[src/rtl/seq_tracker_fsm.sv]
// rtl/seq_tracker_fsm.sv - parametrised symbol-sequence tracking FSM with selectable state encoding
module seq_tracker_fsm #(
    parameter int NUM_STATES    = 32,
    parameter int SYM_W         = 2,
    parameter int ENCODING      = 0,
    parameter int MISMATCH_MODE = 0,
    parameter int TIMEOUT       = 0,
    localparam int IDX_W        = (NUM_STATES > 1) ? $clog2(NUM_STATES) : 1,
    localparam int STATE_W      = (ENCODING == 0) ? NUM_STATES : IDX_W
) (
    input  logic               clk,
    input  logic               reset,
    input  logic               in_valid,
    input  logic [SYM_W-1:0]   in,
    output logic [STATE_W-1:0] state,
    output logic [IDX_W-1:0]   state_idx,
    output logic               out_signal,
    output logic               wrap,
    output logic [15:0]        wrap_count,
    output logic               illegal,
    output logic               timeout_evt
);

    localparam int ENC_ONEHOT = 0;
    localparam int ENC_GRAY   = 2;

    logic [STATE_W-1:0] r_state;
    logic               r_wrap;
    logic [15:0]        r_wrap_count;
    logic               r_illegal;
    logic               r_timeout_evt;
    logic [15:0]        r_idle;

    logic [IDX_W-1:0]   w_dec;
    logic               w_legal;
    logic [IDX_W-1:0]   w_nxt_idx;
    logic [SYM_W-1:0]   w_exp_sym;
    logic               w_last;
    logic               w_in_s0;
    logic               w_adv;
    logic               w_restart;
    logic               w_timeout;

    // Maps a state index onto the configured register encoding.
    function automatic logic [STATE_W-1:0] f_encode(input logic [IDX_W-1:0] idx);
        logic [STATE_W-1:0] v;
        if (ENCODING == ENC_ONEHOT) begin
            v = STATE_W'(1) << idx;
        end else if (ENCODING == ENC_GRAY) begin
            v = STATE_W'(idx ^ (idx >> 1));
        end else begin
            v = STATE_W'(idx);
        end
        return v;
    endfunction

    // Decode the state register to an index and flag encodings that are not a real state.
    always_comb begin
        w_dec   = '0;
        w_legal = 1'b0;
        if (ENCODING == ENC_ONEHOT) begin
            for (int k = 0; k < STATE_W; k++) begin
                if (r_state[k]) begin
                    w_dec = w_dec | IDX_W'(k);
                end
            end
            w_legal = $onehot(r_state);
        end else if (ENCODING == ENC_GRAY) begin
            w_dec[IDX_W-1] = r_state[IDX_W-1];
            for (int k = IDX_W - 2; k >= 0; k--) begin
                w_dec[k] = w_dec[k+1] ^ r_state[k];
            end
            w_legal = (32'(w_dec) < 32'(NUM_STATES));
        end else begin
            w_dec   = r_state[IDX_W-1:0];
            w_legal = (32'(w_dec) < 32'(NUM_STATES));
        end
    end

    // Transition conditions; an illegal state suppresses everything except recovery.
    always_comb begin
        w_exp_sym = SYM_W'(w_dec);
        w_last    = (w_dec == IDX_W'(NUM_STATES - 1));
        w_nxt_idx = w_last ? '0 : (w_dec + IDX_W'(1));
        w_in_s0   = w_legal && (w_dec == '0);
        w_adv     = w_legal && in_valid && (in == w_exp_sym);
        w_restart = (MISMATCH_MODE != 0) && in_valid && !w_adv;
        w_timeout = (TIMEOUT != 0) && !w_in_s0 && !w_adv &&
                    (r_idle == 16'(TIMEOUT - 1));
    end

    // State register, pulse flags, wrap counter and idle counter in priority order.
    always_ff @(posedge clk or posedge reset) begin
        if (reset) begin
            r_state       <= f_encode('0);
            r_wrap        <= 1'b0;
            r_wrap_count  <= 16'd0;
            r_illegal     <= 1'b0;
            r_timeout_evt <= 1'b0;
            r_idle        <= 16'd0;
        end else begin
            r_wrap        <= 1'b0;
            r_timeout_evt <= 1'b0;
            if (!w_legal) begin
                r_state   <= f_encode('0);
                r_illegal <= 1'b1;
                r_idle    <= 16'd0;
            end else if (w_adv) begin
                r_state <= f_encode(w_nxt_idx);
                r_idle  <= 16'd0;
                if (w_last) begin
                    r_wrap       <= 1'b1;
                    r_wrap_count <= r_wrap_count + 16'd1;
                end
            end else if (w_restart) begin
                r_state <= f_encode('0);
                r_idle  <= 16'd0;
            end else if (w_timeout) begin
                r_state       <= f_encode('0);
                r_idle        <= 16'd0;
                r_timeout_evt <= 1'b1;
            end else if ((TIMEOUT != 0) && !w_in_s0) begin
                r_idle <= r_idle + 16'd1;
            end else begin
                r_idle <= 16'd0;
            end
        end
    end

    assign state       = r_state;
    assign state_idx   = w_legal ? w_dec : '0;
    assign out_signal  = ^r_state;
    assign wrap        = r_wrap;
    assign wrap_count  = r_wrap_count;
    assign illegal     = r_illegal;
    assign timeout_evt = r_timeout_evt;

endmodule

[config.mk]
export PLATFORM = sky130hd
export DESIGN_NAME = seq_tracker_fsm
export DESIGN_NICKNAME = d
export VERILOG_FILES = /design/src/rtl/seq_tracker_fsm.sv
export SDC_FILE = /design/constraint.sdc
export NUM_CORES = 1
export LEC_CHECK = 0
export CORE_UTILIZATION = 57
export DETAILED_ROUTE_END_ITERATION = 10
export PLACE_DENSITY = 0.95
export REMOVE_ABC_BUFFERS = 1
export SYNTH_ARGS = -nofsm -noshare
export SYNTH_HDL_FRONTEND = slang
export SYNTH_SLANG_ARGS = --single-unit
[constraint.sdc]
create_clock -name clk -period 17.08 [get_ports clk]
set_clock_uncertainty 0.05 [all_clocks]
set_input_delay 5.124 -clock clk [delete_from_list [all_inputs] [get_ports clk]]
set_output_delay 5.124 -clock clk [all_outputs]
set_load 0.05 [all_outputs]
==> impl_results.md, run 1 <==
- Outcome: finished clean
- CP arrival: between 6 and 7 ns
- Number of global-route vias before repair: between 2,000 and 3,000
- Worst slew pin tran: around 1.0 ns
- WP data required: between 10 and 15 ns
- Fin nets: 420
- F_max: 88.6 MHz
- Hpwl dp: a little under 7 mm
- I/O pin count: 62
- Chip width: about 80 µm
- Ant. Diodes: 0
- Yosys reg bits: 50
- Max clock buf depth: 2
- Initial Util: 60.5%
- Clk pin slew, worst setup/hold paths: roughly 0.10 ns
- Worst-path maximum fanout: 9
- Setup TNS: 0 ns
- H-tree depth: 2
- Most frequent cells in the layout: clkdlybuf4s50_1 (60), dfrtp_1 (49), inv_1 (44)
- TritonCTS clock tree: done
- Post-Syn Area: around 3400 µm²
- FF+latch area: between 1000 and 1500 µm²
- DR iter-0 viols: ~260
- Fill count: 397
- Vias: 2,743
- Initial antenna violation count: 0
- Postcts setup bufs: 0
- Syn_area_per_cell: ~11 µm²
- Fin crit period: approximately 11 ns
- Die area: 6270 µm²
- First-pass GRT wire length: 14.3 mm
- Share of post-route cells with drive strength above 1: roughly 5.3%
- Setup CP Type: reg -> out
- Grt ovf: 0
- FP Rows: 27
- Sequential area share after synthesis: between 30 and 40%
- Multi-input gate area: ~1900 µm²
- Total GRT Usage: a little under a third
- Root Driver: clkbuf_8
- Synth-to-Final Area Change: 21.9%
- Final Cycle Share: roughly two thirds
- Synth warn: 0
- DR pass1 iterations: 5
- Most common cell after layout, fill and taps aside: clkdlybuf4s50_1
- CTS Buf Count: 5
- Residual DRC: 0
- Worst ir drop on vdd: between 100 and 150 µV
- Final max-slew violation count: 0
- # resized after CTS: 0
- Wire per inst: 19.7 µm
- Cts hold-fix bufs: 0
- Core area: ~5600 µm²
- Relative slew slack: a little under a third
- RSZ-0062 raised after global routing: false
- Max-cap violations: 0
- Worst-skew pair later-pin latency: between 0.3 and 0.4 ns
- Total clock sinks: 50
- DR vias/cell: roughly 6
- Setup violators final: 0
- Worst Setup End Kind: primary output
- GP Congestion: 0.991
- Pwr dens: 98.1 nW/µm²
- Die height: around 79 µm
- Synth cell types: 40
- Largest net degree at the start of global routing: 51
- Tot Pwr: 0.000406 W
- Crit start category: flip-flop
- Synthesized instance count: about 320
- PortBufs: 60
- Final Hold Fails: 0
- Static leakage: between 1.5 and 2 nW
- Hold Path Class: reg -> reg
- Total wire length: slightly below 9 mm
- Post-route ant nets: 0
## registers in the layout, summed over array words and instances (netlist names)
signal      cells
state          32
illegal         1
wrap_count     16
wrap            1
## cells in the mapped netlist
master	instances	share of area, %
o2111ai_1	2	0.52
xnor2_1	35	9.0
and3_1	16	2.9
buf_4	1	0.22
nand3_1	7	1.0
and2_1	5	0.92
nor2b_1	1	0.18
buf_2	6	0.88
nor3_1	3	0.44
clkbuf_1	2	0.22
or4_1	3	0.66
and4_4	1	0.33
mux2i_1	1	0.29
o2111a_1	1	0.33
dfrtp_1	49	36
xor2_1	7	1.8
nor4b_1	2	0.52
a32o_1	3	0.88
nor4_2	1	0.37
ha_1	14	5.2
nor4_1	5	0.92
nand2_1	8	0.88
or3_1	1	0.18
or2_2	2	0.37
nor3_4	1	0.48
conb_1	1	0.11
dfstp_2	1	0.77
nor4_4	1	0.63
nor2_1	22	2.4
and2_4	1	0.26
clkbuf_2	1	0.15
nand2b_1	4	0.74
inv_1	45	5.0
nand4_1	7	1.3
and4_1	2	0.52
a22o_1	28	7.2
mux2_2	1	0.33
fa_1	24	14
a21oi_1	3	0.44
and3b_1	1	0.26
## cell type report
type                            count  share of cell area, %
Multi-Input combinational cell    214                   46.6
Clock inverter                      3                  0.574
Inverter                           45                   4.08
Tap cell                           72                   2.18
Clock buffer                        5                   1.66
Timing Repair Buffer               61                   14.7
Sequential cell                    50                   30.3
## through the flow
| step | cell area [µm²] | instances | worst slack, ns | utilization (%) | hold WS [ns] |
|---|---|---|---|---|---|
| 6_report | 4140 | 450 | 5.79 | 73.8 | 0.429 |
| 5_1_grt | 4140 | 450 | 5.51 | 73.8 | 0.450 |
| 4_1_cts | 4140 | 450 | 5.78 | 73.8 | 0.433 |
| 3_5_place_dp | 4050 | 442 | 6.15 | 72.2 | 0.416 |
| 3_3_place_gp | 4050 | 442 | 6.24 | 72.2 | 0.400 |
| 2_1_floorplan | 3340 | 309 | 6.50 | - | 0.581 |
## logic make-up (layout without fill, tap and decap cells)
kind of cell	after synthesis	in the layout	share of synthesized area, %
AND/OR/NAND/NOR	94	94	16.4
AO/OA/AOI/OAI	37	37	9.40
buffers and inverters	55	114	6.45
XOR/XNOR	42	42	10.8
other	1	1	0.110
multiplexers	2	2	0.627
flip-flops	50	50	36.9
adder cells (fa/ha/maj)	38	38	19.3
## final timing paths
check	startpoint	to	slack, ns	cells past startpoint
setup reg to reg	state[11]	wrap_count[1]	11.19	17
max in group asynchronous	reset	state[2]	11.04	2
setup / recovery	state[11]	state_idx[1]	5.79	16
min in group asynchronous	reset	wrap_count[14]	5.31	2
hold reg to reg	wrap_count[15]	wrap_count[15]	0.43	1
hold / removal	wrap_count[15]	wrap_count[15]	0.43	1
## power by group
| part | internal, W | leakage [nW] | switching, W |
|---|---|---|---|
| Combinational | 0.0000651 | 1.15 | 0.000141 |
| Sequential | 0.000122 | 0.690 | 0.00000531 |
| Clock | 0.0000294 | 0.0408 | 0.0000430 |
| Total | 0.000217 | 1.89 | 0.000189 |
## critical path, stage by stage (launching register included)
cell and delay, ns:
dfrtp_1 0.50, fa_1 0.58, inv_1 0.05, fa_1 0.48
inv_1 0.05, fa_1 0.46, fa_1 0.49, fa_1 0.53
inv_1 0.06, fa_1 0.47, inv_1 0.05, ha_1 0.20
fa_1 0.44, inv_1 0.08, o2111a_1 0.35, and2_1 0.18
clkdlybuf4s50_1 0.81
## routing by layer
| layer | GRT usage (%) | wire length [µm] |
|---|---|---|
| met5 | 0 | 0 |
| met4 | 8.73 | 216 |
| met3 | 4.37 | 751 |
| met2 | 53.4 | 4500 |
| met1 | 40.3 | 3390 |
No activity file was read; power rests on OpenSTA's default activity.
==> inputs of run 2 (changes only) <==
--- a/config.mk
+++ b/config.mk
@@ -5,9 +5,9 @@
 export SDC_FILE = /design/constraint.sdc
 export NUM_CORES = 1
 export LEC_CHECK = 0
-export CORE_UTILIZATION = 57
+export CORE_UTILIZATION = 53
 export DETAILED_ROUTE_END_ITERATION = 10
-export PLACE_DENSITY = 0.95
+export PLACE_DENSITY = 0.91
 export REMOVE_ABC_BUFFERS = 1
 export SYNTH_ARGS = -nofsm -noshare
 export SYNTH_HDL_FRONTEND = slang
==> constraint.sdc (replaced) <==
create_clock -name clk -period 11.2 [get_ports clk]
set_clock_uncertainty 0.05 [all_clocks]
set_input_delay 3.36 -clock clk [delete_from_list [all_inputs] [get_ports clk]]
set_output_delay 3.36 -clock clk [all_outputs]
set_load 0.05 [all_outputs]
==> impl_results.md, run 2 (synthesis results as in run 1) <==
- CTS Buf Count: 5
- Share of post-route cells with drive strength above 1: under 10%
- TritonCTS clock tree: done
- RSZ-0062 raised after global routing: false
- DR pass1 iterations: 5
- Core area: 6060 µm²
- Clk pwr share: 17.0%
- Hold Path Class: reg -> reg
- H-tree depth: 2
- Initial antenna violation count: 0
- Worst-skew pair later-pin latency: 0.30 ns
- CP arrival: 6.14 ns
- Ant. Diodes: 0
- Residual DRC: 0
- Initial Util: between 50% and 60%
- GP Congestion: 0.940
- Crit path from: state[11]
- Vias: between 2,000 and 3,000
- DR vias/cell: just under 6
- Clk pin slew, worst setup/hold paths: 0.09 ns
- Outcome: finished clean
- Largest net degree at the start of global routing: 51
- Int Pwr: 0.000331 W
- Cts hold-fix bufs: 0
- Grt ovf: 0
- Worst slew pin tran: approximately 1 ns
- Setup WS pre-CTS: around 2.0 ns
- Die height: ~80 µm
- Sw Share: between 40% and 50%
- Wire per inst: ~19 µm
- Pwr dens: ~150 nW/µm²
- Reg2Reg Launch Point: state[11]
- Net Sw Power: approximately 0.00028 W
- Die area: 6730 µm²
- Logic pwr share: around half
- Tot Pwr: roughly 0.00061 W
- Final Cycle Share: between 80% and 90%
- Hold Startpoint: wrap_count[15]
- Total GRT Usage: 29.1%
- Crit start category: flip-flop
- Fin worst setup slack: 1.65 ns
- Post-route ant nets: 0
- WP data required: roughly 7.8 ns
- Setup violators final: 0
- FP Rows: 28
- Chip width: between 80 and 90 µm
- Max clock buf depth: 2
- Total clock sinks: 50
- First-pass GRT wire length: 14.2 mm
- Synth-to-Final Area Change: 21.9%
- DR iter-0 viols: ~160
- Relative slew slack: between 30% and 40%
- Reg power frac: 32.0%
- F_max: ~100 MHz
- # resized after CTS: 0
- Max reg flops: 32
- Setup CP Type: reg -> out
- Worst-path maximum fanout: 9
- Most frequent cells in the layout: clkdlybuf4s50_1 (60), dfrtp_1 (49), inv_1 (44)
- Setup TNS: 0 ns
- Static leakage: between 1.5 and 2 nW
- I/O pin count: 62
- Fin nets: 420
- Max-cap violations: 0
- Worst Setup End Kind: primary output
- Postcts setup bufs: 0
- Final max-slew violation count: 0
- Fin crit period: roughly 9.5 ns
- Hpwl dp: between 6 and 7 mm
- PortBufs: 60
- Final Hold Fails: 0
- Total wire length: ~9 mm
- Most common cell after layout, fill and taps aside: clkdlybuf4s50_1
- Number of global-route vias before repair: 2,771
- Root Driver: clkbuf_8
- Worst ir drop on vdd: about 170 µV
-- run 2: cell types whose count changed in the layout (fill, tap and decap cells not counted), sizes merged --
cell      previous run  this run
clkinvlp             2         0
inv                 46        45
clkbuf               5         6
clkinv               0         2
-- run 2: per-layer routing --
metal	up-vias	wire length [µm]	part of all wire, %	GRT usage [%]
met2	143	4220	48	47.9
met1	1328	3570	41	37.3
met4	0	301	3.4	11.4
li1	1196	-	-	-
met5	-	0	0	0
met3	29	671	7.7	6.11
-- run 2: power by group through the flow --
stage               Combinational, W  Sequential, W  Clock (W)
finish                      0.000310       0.000194   0.000104
global route                0.000337       0.000195   0.000111
CTS                         0.000310       0.000195   0.000105
detailed placement          0.000309       0.000198          0
global placement            0.000301       0.000199          0
floorplan                   0.000198       0.000213          0
-- run 2: path summary, 6_finish.rpt --
path,to,slack [ns],cells past startpoint
max in group asynchronous,state[26],6.92,2
min reg2reg,wrap_count[15],0.45,1
min,wrap_count[15],0.45,1
min in group asynchronous,wrap_count[13],3.56,2
max,state_idx[0],1.65,16
max reg2reg,wrap_count[1],5.26,17
-- run 2: stage by stage --
step	hold WS (ns)	instances	utilization (%)	instance area, µm²
2_1_floorplan	0.581	309	-	3340
3_3_place_gp	0.401	445	66.8	4050
3_5_place_dp	0.420	445	66.8	4050
4_1_cts	0.447	453	68.2	4140
5_1_grt	0.470	453	68.2	4140
6_report	0.448	453	68.2	4140
-- run 2: critical path, stage by stage (launching register included) --
cell             delay, ns
dfrtp_1               0.51
fa_1                  0.58
inv_1                 0.05
fa_1                  0.49
inv_1                 0.05
fa_1                  0.45
fa_1                  0.49
fa_1                  0.56
inv_1                 0.07
fa_1                  0.48
inv_1                 0.05
ha_1                  0.20
fa_1                  0.44
inv_1                 0.10
o2111a_1              0.35
and2_1                0.17
clkdlybuf4s50_1       0.80
-- run 2: layout make-up --
cell class	instances	area, µm²
Multi-Input combinational cell	214	1930
Fill cell	469	1920
Sequential cell	50	1250
Timing Repair Buffer	61	608
Inverter	45	169
Tap cell	75	93.8
Clock buffer	6	72.6
Clock inverter	2	13.8
==> inputs of run 3 (changes only) <==
--- a/config.mk
+++ b/config.mk
@@ -5,6 +5,7 @@
 export SDC_FILE = /design/constraint.sdc
 export NUM_CORES = 1
 export LEC_CHECK = 0
+export ABC_CLOCK_PERIOD_IN_PS = 11200
 export CORE_UTILIZATION = 53
 export DETAILED_ROUTE_END_ITERATION = 10
 export PLACE_DENSITY = 0.91
==> results of run 3 <==
No change in the layout: final DEF, timing and power equal those of run 2.
